==> src/rtl/transmitter.sv <==
// rtl/transmitter.sv - UART 8N1 transmitter, LSB first; optional parity bit when PARITY_EN is defined
module transmitter #(
  parameter int CLK_FREQ     = 50000000,
  parameter int BAUD         = 115200,
  parameter int CLKS_PER_BIT = CLK_FREQ / BAUD,
  parameter bit ODD_PARITY   = 1'b0
) (
  input  logic       clk,
  input  logic       rstn,
  input  logic [7:0] data_in,
  input  logic       valid,
  output logic       ready,
  output logic       tx,
  output logic       busy,
  output logic       done
);

  localparam int CW = (CLKS_PER_BIT > 1) ? $clog2(CLKS_PER_BIT) : 1;
  localparam logic [CW-1:0] CNT_LAST = CW'(CLKS_PER_BIT - 1);
  localparam logic [CW-1:0] CNT_ONE  = CW'(1);

  typedef enum logic [2:0] {
    ST_IDLE,
    ST_START,
    ST_DATA,
`ifdef PARITY_EN
    ST_PARITY,
`endif
    ST_STOP
  } state_e;

  state_e          state_q, state_d;
  logic [CW-1:0]   cnt_q, cnt_d;
  logic [2:0]      bit_q, bit_d;
  logic [7:0]      shift_q, shift_d;
  logic            tx_q, tx_d;
  logic            done_q, done_d;
  logic            sym_end;

`ifdef PARITY_EN
  logic            par_q, par_d;
`else
  logic            unused_odd_parity;
  assign unused_odd_parity = ODD_PARITY;
`endif

  // Last cycle of the current symbol; every symbol is CLKS_PER_BIT cycles.
  assign sym_end = (cnt_q == CNT_LAST);

  assign ready = (state_q == ST_IDLE);
  assign busy  = (state_q != ST_IDLE);
  assign tx    = tx_q;
  assign done  = done_q;

  // State and datapath registers; tx is registered so it is glitch-free.
  always_ff @(posedge clk) begin
    if (!rstn) begin
      state_q <= ST_IDLE;
      cnt_q   <= '0;
      bit_q   <= '0;
      shift_q <= '0;
      tx_q    <= 1'b1;
      done_q  <= 1'b0;
`ifdef PARITY_EN
      par_q   <= 1'b0;
`endif
    end else begin
      state_q <= state_d;
      cnt_q   <= cnt_d;
      bit_q   <= bit_d;
      shift_q <= shift_d;
      tx_q    <= tx_d;
      done_q  <= done_d;
`ifdef PARITY_EN
      par_q   <= par_d;
`endif
    end
  end

  // Next-state logic; tx_d is the line level for the cycle after the edge.
  always_comb begin
    state_d = state_q;
    cnt_d   = sym_end ? '0 : cnt_q + CNT_ONE;
    bit_d   = bit_q;
    shift_d = shift_q;
    tx_d    = tx_q;
    done_d  = 1'b0;
`ifdef PARITY_EN
    par_d   = par_q;
`endif
    unique case (state_q)
      ST_IDLE: begin
        cnt_d = '0;
        bit_d = '0;
        tx_d  = 1'b1;
        if (valid) begin
          shift_d = data_in;
`ifdef PARITY_EN
          par_d   = (^data_in) ^ ODD_PARITY;
`endif
          tx_d    = 1'b0;
          state_d = ST_START;
        end
      end
      ST_START: begin
        if (sym_end) begin
          bit_d   = '0;
          tx_d    = shift_q[0];
          state_d = ST_DATA;
        end
      end
      ST_DATA: begin
        if (sym_end) begin
          if (bit_q == 3'd7) begin
`ifdef PARITY_EN
            tx_d    = par_q;
            state_d = ST_PARITY;
`else
            tx_d    = 1'b1;
            state_d = ST_STOP;
`endif
          end else begin
            shift_d = {1'b0, shift_q[7:1]};
            tx_d    = shift_q[1];
            bit_d   = bit_q + 3'd1;
          end
        end
      end
`ifdef PARITY_EN
      ST_PARITY: begin
        if (sym_end) begin
          tx_d    = 1'b1;
          state_d = ST_STOP;
        end
      end
`endif
      ST_STOP: begin
        if (sym_end) begin
          tx_d    = 1'b1;
          done_d  = 1'b1;
          state_d = ST_IDLE;
        end
      end
      default: begin
        tx_d    = 1'b1;
        state_d = ST_IDLE;
      end
    endcase
  end

endmodule

==> config.mk <==
export PLATFORM = sky130hd
export DESIGN_NAME = transmitter
export DESIGN_NICKNAME = d
export VERILOG_FILES = /design/src/rtl/transmitter.sv
export SDC_FILE = /design/constraint.sdc
export NUM_CORES = 1
export LEC_CHECK = 0
export ABC_AREA = 1
export ABC_CLOCK_PERIOD_IN_PS = 3400
export BUFFER_PORTS_ARGS = -buffer_cell sky130_fd_sc_hd__buf_2
export CAP_MARGIN = 25
export CORE_MARGIN = 2
export CORE_UTILIZATION = 45
export CTS_BUF_LIST = sky130_fd_sc_hd__clkbuf_8
export DETAILED_ROUTE_END_ITERATION = 8
export PLACE_DENSITY_LB_ADDON = 0.12
export SYNTH_ARGS = -nofsm -noshare
export SYNTH_HDL_FRONTEND = slang
export SYNTH_SLANG_ARGS = --single-unit
==> constraint.sdc <==
create_clock -name clk -period 3.4 [get_ports clk]
set_input_delay 0.68 -clock clk [delete_from_list [all_inputs] [get_ports clk]]
set_output_delay 0.68 -clock clk [all_outputs]
set_load 0.05 [all_outputs]
==> results.md, run 1 <==
* Outcome: completed
* Inserted Diodes at 0
* Clock power frac at 0.175
* # fillers at 287
* YS warnings at 0
* Comb pwr share at 0.461
* Post-Syn Area at 1260 µm²
* Drt wl/cell at 10.8 µm
* Syn Nets at 193
* Std cell rows at 19
* DRT Wirelength at 2360 µm
* Antenna-violating nets left at 0
* Gpl congestion at 0.781
* Max IR drop VDD at 0.418 mV
* Min cycle time layout at 2.15 ns
* Vias per inst at 5.12
* Register area share after synthesis at 0.381
* Final nets at 208
* CTS Hold Bufs at 0
* GRT Total Usage at 0.160
* Detailed Place HPWL at 1820 µm
* Switching power at 0.473 mW
* Final Hold Fails at 0
* TritonCTS clock tree: built
* Vias at 1117
* Final setup vio count at 0
* Sw Share at 0.433
* Critical path origin: state_q[0]
* Final critical-path share of the clock period at 0.634
* Hold path startpoint: bit_q[1]
* CORE AREA at 2710 µm²
* TritonCTS Buffers at 3
* Final Skew at 0.00385 ns
* 1st-iter DRT viols at 33
* Util after Layout at 0.516
* Syn_area_per_cell at 7.30 µm²
* WP data required at 3.56 ns
* Initial antenna violation count at 0
* Sink Count at 24
* Worst slew pin tran at 0.626 ns
* Number of global-route vias before repair at 1012
* Max-Cap Viols at 0
* Remaining DRCs at 0
* Root buf cell: clkbuf_8
* Layout cells sized above 1 at 0.123
* CP Capture Type: flip-flop
* Min-Delay Path Depth at 2
* Clock latency on the worst-skew pair at 0.26 ns
* IO Port Bufs at 14
* H-tree levels at 1
* Clk buf depth at 2
* Worst reg2reg path startpoint: state_q[0]
* Effective utilization at floorplan at 0.466
* CP Data Arrival Time at 2.31 ns
* Die Y at 57.0 µm
* Post-DP Area at 1340 µm²
* Setup bufs post-CTS at 0
* CTS resizes at 0
* Pwr/cell area at 781 nW/µm²
* Slew Viols, Final at 0
* Worst R2R Path Depth at 9
* Die area at 3250 µm²
* Fmax at 464 MHz
* Die width at 57.0 µm
* Crit path max fanout at 15
* Syn-to-layout area delta at 10.8%
* Overflow after GRT at 0
* Leak at 0.637 nW
* Non-filler cells, final at 218
* Relative slew slack at 0.582
* First-pass GRT wire length at 4230 µm
* Final instance area at 1400 µm²
* Int Power at 0.619 mW
* IO Pins at 15
* Hold Crit Class: flip-flop to flip-flop
* Yosys cell types at 22
* Pwr Total at 1.09 mW
* Mapped Cells at 173
* Reg clk slew, reported paths at 0.08 ns
* Largest net degree at the start of global routing at 16
* Pre-antenna DRT Iters at 4
* Post-Place Cells at 214
* Yosys reg bits at 24
* Kind of critical path: flip-flop to flip-flop
* Sequential share of power at 0.364
* CP Launch Type: flip-flop
* RSZ-0062 raised after global routing: false
* Setup TNS at 0 ns
-- worst paths after layout --
path	to	slack, ns
worst max register to register	shift_q[3]	1.25
worst min-delay path	bit_q[1]	0.48
worst min register to register	bit_q[1]	0.48
worst max-delay path	shift_q[3]	1.25
-- through the flow --
step	worst slack [ns]	hold slack [ns]
floorplan	1.20	0.439
global placement	1.31	0.455
detailed placement	1.25	0.473
CTS	1.22	0.488
global route	0.989	0.513
finish	1.25	0.485
-- worst max-delay path: stages (launching register included) --
cell and delay (ns):
dfxtp_1 0.36, inv_1 0.09, ha_1 0.56, inv_2 0.14
nand2_1 0.09, nand2_1 0.06, a21oi_2 0.46, nand3_1 0.15
nand2_1 0.09, nor2_1 0.04
-- cells by family after synthesis --
| kind of cell | Yosys count | share of synthesized area |
|---|---|---|
| compound gates | 22 | 0.0902 |
| xor+xnor | 1 | 0.00694 |
| fa+ha+maj | 9 | 0.0892 |
| buf+inv | 23 | 0.0783 |
| flops | 24 | 0.381 |
| mux | 7 | 0.0555 |
| simple gates | 87 | 0.299 |
-- power groups by stage --
stage / registers, mW / logic, mW / clock network [mW]
final: 0.397 / 0.504 / 0.191
after global routing: 0.404 / 0.569 / 0.209
after CTS: 0.398 / 0.507 / 0.196
after detailed placement: 0.404 / 0.504 / 0
after global placement: 0.400 / 0.494 / 0
after floorplan: 0.413 / 0.413 / 0
-- cells in the mapped netlist --
cell type	instances	area [µm²]
ha_1	9	113
nand4_1	3	18.8
a21oi_2	1	8.76
or2_2	1	6.26
nor2_1	18	67.6
inv_1	18	67.6
dfxtp_1	24	480
nand3_1	20	100
buf_2	1	5.00
nand2_2	1	6.26
nand3_2	1	10.0
nand2_1	39	146
a21oi_1	17	85.1
nor3b_1	1	7.51
buf_4	1	7.51
nor3_1	3	15.0
inv_2	1	3.75
buf_6	1	11.3
mux2i_1	7	70.1
xor2_1	1	8.76
clkbuf_1	1	3.75
o21ai_0	4	20.0
-- layer usage --
metal  vias to the layer above  track usage  share of wire
met4                         0       0.0532         0.0068
met3                         2       0.0295          0.027
met1                       509        0.201           0.48
met5                         -            0              0
li1                        590            -              -
met2                        16        0.278           0.48
-- layout make-up --
type                            instances  area [µm²]  area share
Timing Repair Buffer                   14        70.1      0.0501
Tap cell                               31        38.8      0.0277
Clock buffer                            4        55.1      0.0394
Inverter                               19        71.3      0.0510
Multi-Input combinational cell        126         683       0.488
Sequential cell                        24         480       0.343
-- sequential cells by signal, indices dropped and copies added, names as in the netlist --
name and flops:
bit_q 3, cnt_q 9, done 1, shift_q 8, state_q 2, tx 1
-- cells in the final DEF (no fill, tap or decap) --
cell,Yosys,final
nand3_2,1,1
inv_1,18,18
mux2i_1,7,7
buf_2,1,14
nor3_1,3,3
a21oi_2,1,1
nand4_1,3,3
nor2_1,18,18
o21ai_0,4,4
dfxtp_1,24,24
clkbuf_8,0,4
nand2_1,39,39
inv_2,1,1
nand2_2,1,1
xor2_1,1,1
ha_1,9,9
or2_2,1,1
a21oi_1,17,17
nand3_1,20,20
nor3b_1,1,1
No activity file was read; power rests on OpenSTA's default activity.
==> inputs of run 2 (changes only) <==
Settings changed: ABC_CLOCK_PERIOD_IN_PS 3400 to 2170.
Clock period 3.4 ns to 2.17 ns, I/O delays scaled along.
==> run 2 against run 1 <==
  * Sequential cell count unchanged
  * Worst setup slack got worse by 0.91 ns
  * Critical path depth unchanged
  * Clock-buffer cell count decreased by 1
  * Via count unchanged
  * Combinational power increased by 58%
  * Final cell count unchanged
  * Critical endpoint unchanged
  * Largest power group unchanged
==> results.md, run 2 (same netlist as run 1, synthesis figures left out) <==
* Worst slew pin tran at 0.612 ns
* Largest register by flop count: cnt_q
* TritonCTS Buffers at 3
* Final Skew at 0.00229 ns
* Min cycle time layout at 1.83 ns
* Antenna-violating nets left at 0
* Kind of critical path: flip-flop to flip-flop
* Detailed Place HPWL at 1760 µm
* CP Capture Type: flip-flop
* Pre-antenna DRT Iters at 4
* Pwr Total at 1.68 mW
* 1st-iter DRT viols at 27
* Number of flip-flops in the largest register at 9
* Max-Cap Viols at 0
* Remaining DRCs at 0
* H-tree levels at 1
* Syn-to-layout area delta at 10.5%
* Sink Count at 24
* Clock latency on the worst-skew pair at 0.26 ns
* CTS resizes at 0
* Initial antenna violation count at 0
* FF+latch area at 480 µm²
* WP data required at 2.33 ns
* Die width at 57.0 µm
* Fmax at 545 MHz
* Inserted Diodes at 0
* Gr busiest metal: met2
* Root buf cell: clkbuf_8
* WHS at 0.461 ns
* Outcome: completed
* Final critical-path share of the clock period at 0.845
* Final nets at 209
* Min-Delay Path Depth at 2
* CP Launch Type: flip-flop
* Clk buf depth at 2
* Slew Viols, Final at 0
* Std cell rows at 19
* Setup TNS at 0 ns
* Met1 Resource Use GR at 0.200
* Gpl congestion at 0.759
* # fillers at 273
* Die Y at 57.0 µm
* GR met3 Demand/Resource at 0.0295
* CP Data Arrival Time at 2.00 ns
* Effective utilization at floorplan at 0.466
* CP cell instances: inv_1 -> ha_1 -> inv_2 -> nand2_1 -> nand2_1 -> a21oi_2 -> nand3_1 -> nand2_1 -> nor2_1
* GRT met2 Usage at 0.259
* TritonCTS clock tree: built
* Worst R2R Path Depth at 9
* Final setup vio count at 0
* GRT Total Usage at 0.157
* CTS Hold Bufs at 0
* Drt wl/cell at 10.7 µm
* Crit path max fanout at 15
* CP max stage delay at 0.46 ns
* Overflow after GRT at 0
* RSZ-0062 raised after global routing: false
* Slowest CP cell: a21oi_2
* Setup bufs post-CTS at 0
* Top flop regs: cnt_q x9, shift_q x8, bit_q x3
* CORE AREA at 2710 µm²
* Footprint of the multi-input gates at 686 µm²
* DRT Wirelength at 2330 µm
* Largest net degree at the start of global routing at 16
* Vias at 1117
* Leak at 0.634 nW
* Vias per inst at 5.12
* IO Pins at 15
* Number of global-route vias before repair at 1019
* Commonest non-fill, non-tap cell in the layout: nand2_1
* Reg clk slew, reported paths at 0.08 ns
* Die area at 3250 µm²
* Max IR drop VDD at 0.749 mV
* Pwr/cell area at 1200 nW/µm²
* Relative slew slack at 0.592
* First-pass GRT wire length at 4090 µm
* IO Port Bufs at 14
* Final Hold Fails at 0
* Most frequent cells in the layout: nand2_1, dfxtp_1, nand3_1
* Crit-path most repeated cell: nand2_1
* Layout cells sized above 1 at 0.128
* Hold Crit Class: input port to flip-flop
-- run 2: report_power, final --
| part | switching (mW) | internal, mW |
|---|---|---|
| clock network | 0.137 | 0.124 |
| registers | 0.0736 | 0.547 |
| logic | 0.523 | 0.271 |
| total | 0.733 | 0.942 |
-- run 2: final timing paths --
check,start,end,slack [ns]
worst min register to register,shift_q[7],shift_q[7],0.47
worst max-delay path,state_q[0],shift_q[3],0.34
worst min-delay path,rstn,tx,0.46
worst max register to register,state_q[0],shift_q[3],0.34
-- run 2: cell type report --
class	instances	share of cell area
sequential	24	0.344
clock buffer	3	0.0296
inverter	19	0.0511
tap	31	0.0278
multi-input combinational	126	0.491
timing repair buffer	15	0.0556
-- run 2: metrics by stage --
step,setup slack [ns],cell area [µm²],instances,util
floorplan,0.214,1260,173,-
global placement,0.435,1350,215,0.500
detailed placement,0.348,1350,215,0.500
CTS,0.331,1400,218,0.515
global route,0.134,1400,218,0.515
finish,0.337,1400,218,0.515
-- run 2: worst max-delay path: cells and delay by family, from the launching register on --
kind                       cells  cell delay, ns
and+or+nand+nor                5            0.39
DFF                            1            0.36
AOI/OAI and AO/OA              1            0.46
adders and majority gates      1            0.31
buffers and inverters          2            0.20
-- run 2: per-layer routing --
layer	wire length [µm]	vias to the layer above
li1	-	592
met1	1100	497
met2	1090	23
met3	102	5
met4	41	0
met5	0	-
==> inputs of run 3 (changes only) <==
Settings changed: ABC_CLOCK_PERIOD_IN_PS 2170 to 1500.
Clock period 2.17 ns to 1.5 ns, I/O delays scaled along.
==> run 3 against run 2 <==
  * Non-clock buffer count increased by 8
  * Worst setup slack got worse by 0.28 ns
  * Critical endpoint is now busy
  * Critical path type is now flip-flop to primary output
  * Utilization increased by 6.9 points
  * Combinational power increased by 99%
  * Sequential power increased by 45%
  * Sequential cell count unchanged
  * Largest power group unchanged
==> results.md, run 3 (same netlist as run 1, synthesis figures left out) <==
* Sequential share of power at 0.315
* Worst slew pin tran at 0.411 ns
* Comb pwr share at 0.554
* Commonest non-fill, non-tap cell in the layout: nand2_1
* Die width at 57.0 µm
* Min-Delay Path Depth at 3
* Crit path max fanout at 5
* Critical path origin: state_q[1]
* Buffer and inverter count on the worst path at 3
* IO Port Bufs at 14
* CTS Hold Bufs at 0
* Die Y at 57.0 µm
* Inserted Diodes at 0
* GRT Total Usage at 0.157
* Worst R2R Path Depth at 10
* Clock latency on the worst-skew pair at 0.26 ns
* CP Launch Type: flip-flop
* DRT Wirelength at 2410 µm
* 1st-iter DRT viols at 42
* CP cell instances: inv_4 -> ha_4 -> clkinvlp_4 -> buf_8
* Syn-to-layout area delta at 25.4%
* CORE AREA at 2710 µm²
* Final Hold Fails at 0
* Top flop regs: cnt_q x9, shift_q x8, bit_q x3
* Number of flip-flops in the largest register at 9
* Leak at 0.694 nW
* Sink Count at 24
* Most frequent cells in the layout: nand2_1, dfxtp_1, nor2_1
* Place WS at -0.00894 ns
* Layout cells sized above 1 at 0.251
* Max-Cap Viols at 0
* R2R Path End: shift_q[6]
* Hold Crit Class: input port to flip-flop
* Pwr/cell area at 1810 nW/µm²
* Initial antenna violation count at 0
* Relative slew slack at 0.724
* Root buf cell: clkbuf_8
* Largest net degree at the start of global routing at 16
* Number of global-route vias before repair at 977
* Final instance area at 1580 µm²
* Int Power at 1.65 mW
* First-pass GRT wire length at 4140 µm
* TritonCTS clock tree: built
* Effective utilization at floorplan at 0.466
* Max IR drop VDD at 1.56 mV
* H-tree levels at 1
* Worst setup margin at 0.0542 ns
* Min cycle time layout at 1.45 ns
* Final setup vio count at 0
* Die area at 3250 µm²
* Final Skew at 0.00657 ns
* Sw Share at 0.421
* Overflow after GRT at 0
* CP Data Arrival Time at 1.15 ns
* Remaining DRCs at 0
* CP Capture Type: primary output
* WP data required at 1.20 ns
* Outcome: completed
* Switching power at 1.20 mW
* Detailed Place HPWL at 1780 µm
* Final critical-path share of the clock period at 0.964
* Largest register by flop count: cnt_q
* Slew Viols, Final at 0
* RSZ-0062 raised after global routing: true
* Reg clk slew, reported paths at 0.08 ns
* Pre-antenna DRT Iters at 4
* Worst reg2reg path startpoint: state_q[1]
* Slowest CP cell: dfxtp_4
* Final nets at 217
* Post-DP Area at 1480 µm²
* Gpl congestion at 0.805
* Antenna-violating nets left at 0
* CP max stage delay at 0.37 ns
* Drt wl/cell at 10.7 µm
* Delay-heaviest family, CP: flip-flops
* Clock power frac at 0.130
* CP Depth at 4
* Clk buf depth at 2
* IO Pins at 15
* Hold path startpoint: data_in[7]
* Fmax at 692 MHz
* CP endpoint: busy
* Vias per inst at 5.08
* TritonCTS Buffers at 3
* Kind of critical path: flip-flop to primary output
* Vias at 1147
* Std cell rows at 19
* Setup slack, reg-to-reg at 0.08 ns
-- run 3: stage by stage --
stage	util	TNS [ns]	power, mW	instances	hold WS [ns]
after floorplan	-	-1.77	1.99	173	0.437
after global placement	0.545	0	2.32	221	0.451
after detailed placement	0.545	-0.0149	2.37	221	0.459
after CTS	0.563	0	2.76	224	0.320
after global routing	0.584	-0.200	3.10	226	0.335
final	0.584	0	2.86	226	0.323
-- run 3: final cells by class --
type                    instances  area (µm²)
fillers                       258        1130
multi-input cells             126         753
flip-flops and latches         24         487
repair buffers                 23         185
inverters                      19        77.6
clock buffers                   3        41.3
well taps                      31        38.8
-- run 3: worst min-delay path by stage --
stage,to,slack (ns)
floorplan,shift_q[2],0.44
global placement,shift_q[6],0.45
detailed placement,shift_q[6],0.46
CTS,shift_q[7],0.32
global route,tx,0.34
finish,shift_q[7],0.32
-- run 3: what timing repair did --
action                                 CTS  global route
setup buffers                            0             2
setup endpoints to repair                4            15
endpoints found under the hold margin    0             0
resized for setup                        3            12
gates cloned                             0             0
-- run 3: power groups by stage --
stage	sequential [mW]	combinational (mW)	clock, mW
floorplan	0.943	1.05	0
global placement	0.901	1.42	0
detailed placement	0.908	1.46	0
CTS	0.898	1.48	0.384
global route	0.923	1.77	0.407
finish	0.901	1.58	0.372
-- run 3: metal layers --
metal,part of all wire,GRT usage,vias to the layer above
met5,0,0,-
met1,0.49,0.224,513
met2,0.46,0.241,20
met4,0.0033,0.0498,0
li1,-,-,612
met3,0.039,0.0295,2
-- run 3: worst min-delay path, stage by stage --
cell and delay [ns]:
buf_2 0.10, nand4_1 0.08, a21oi_1 0.06
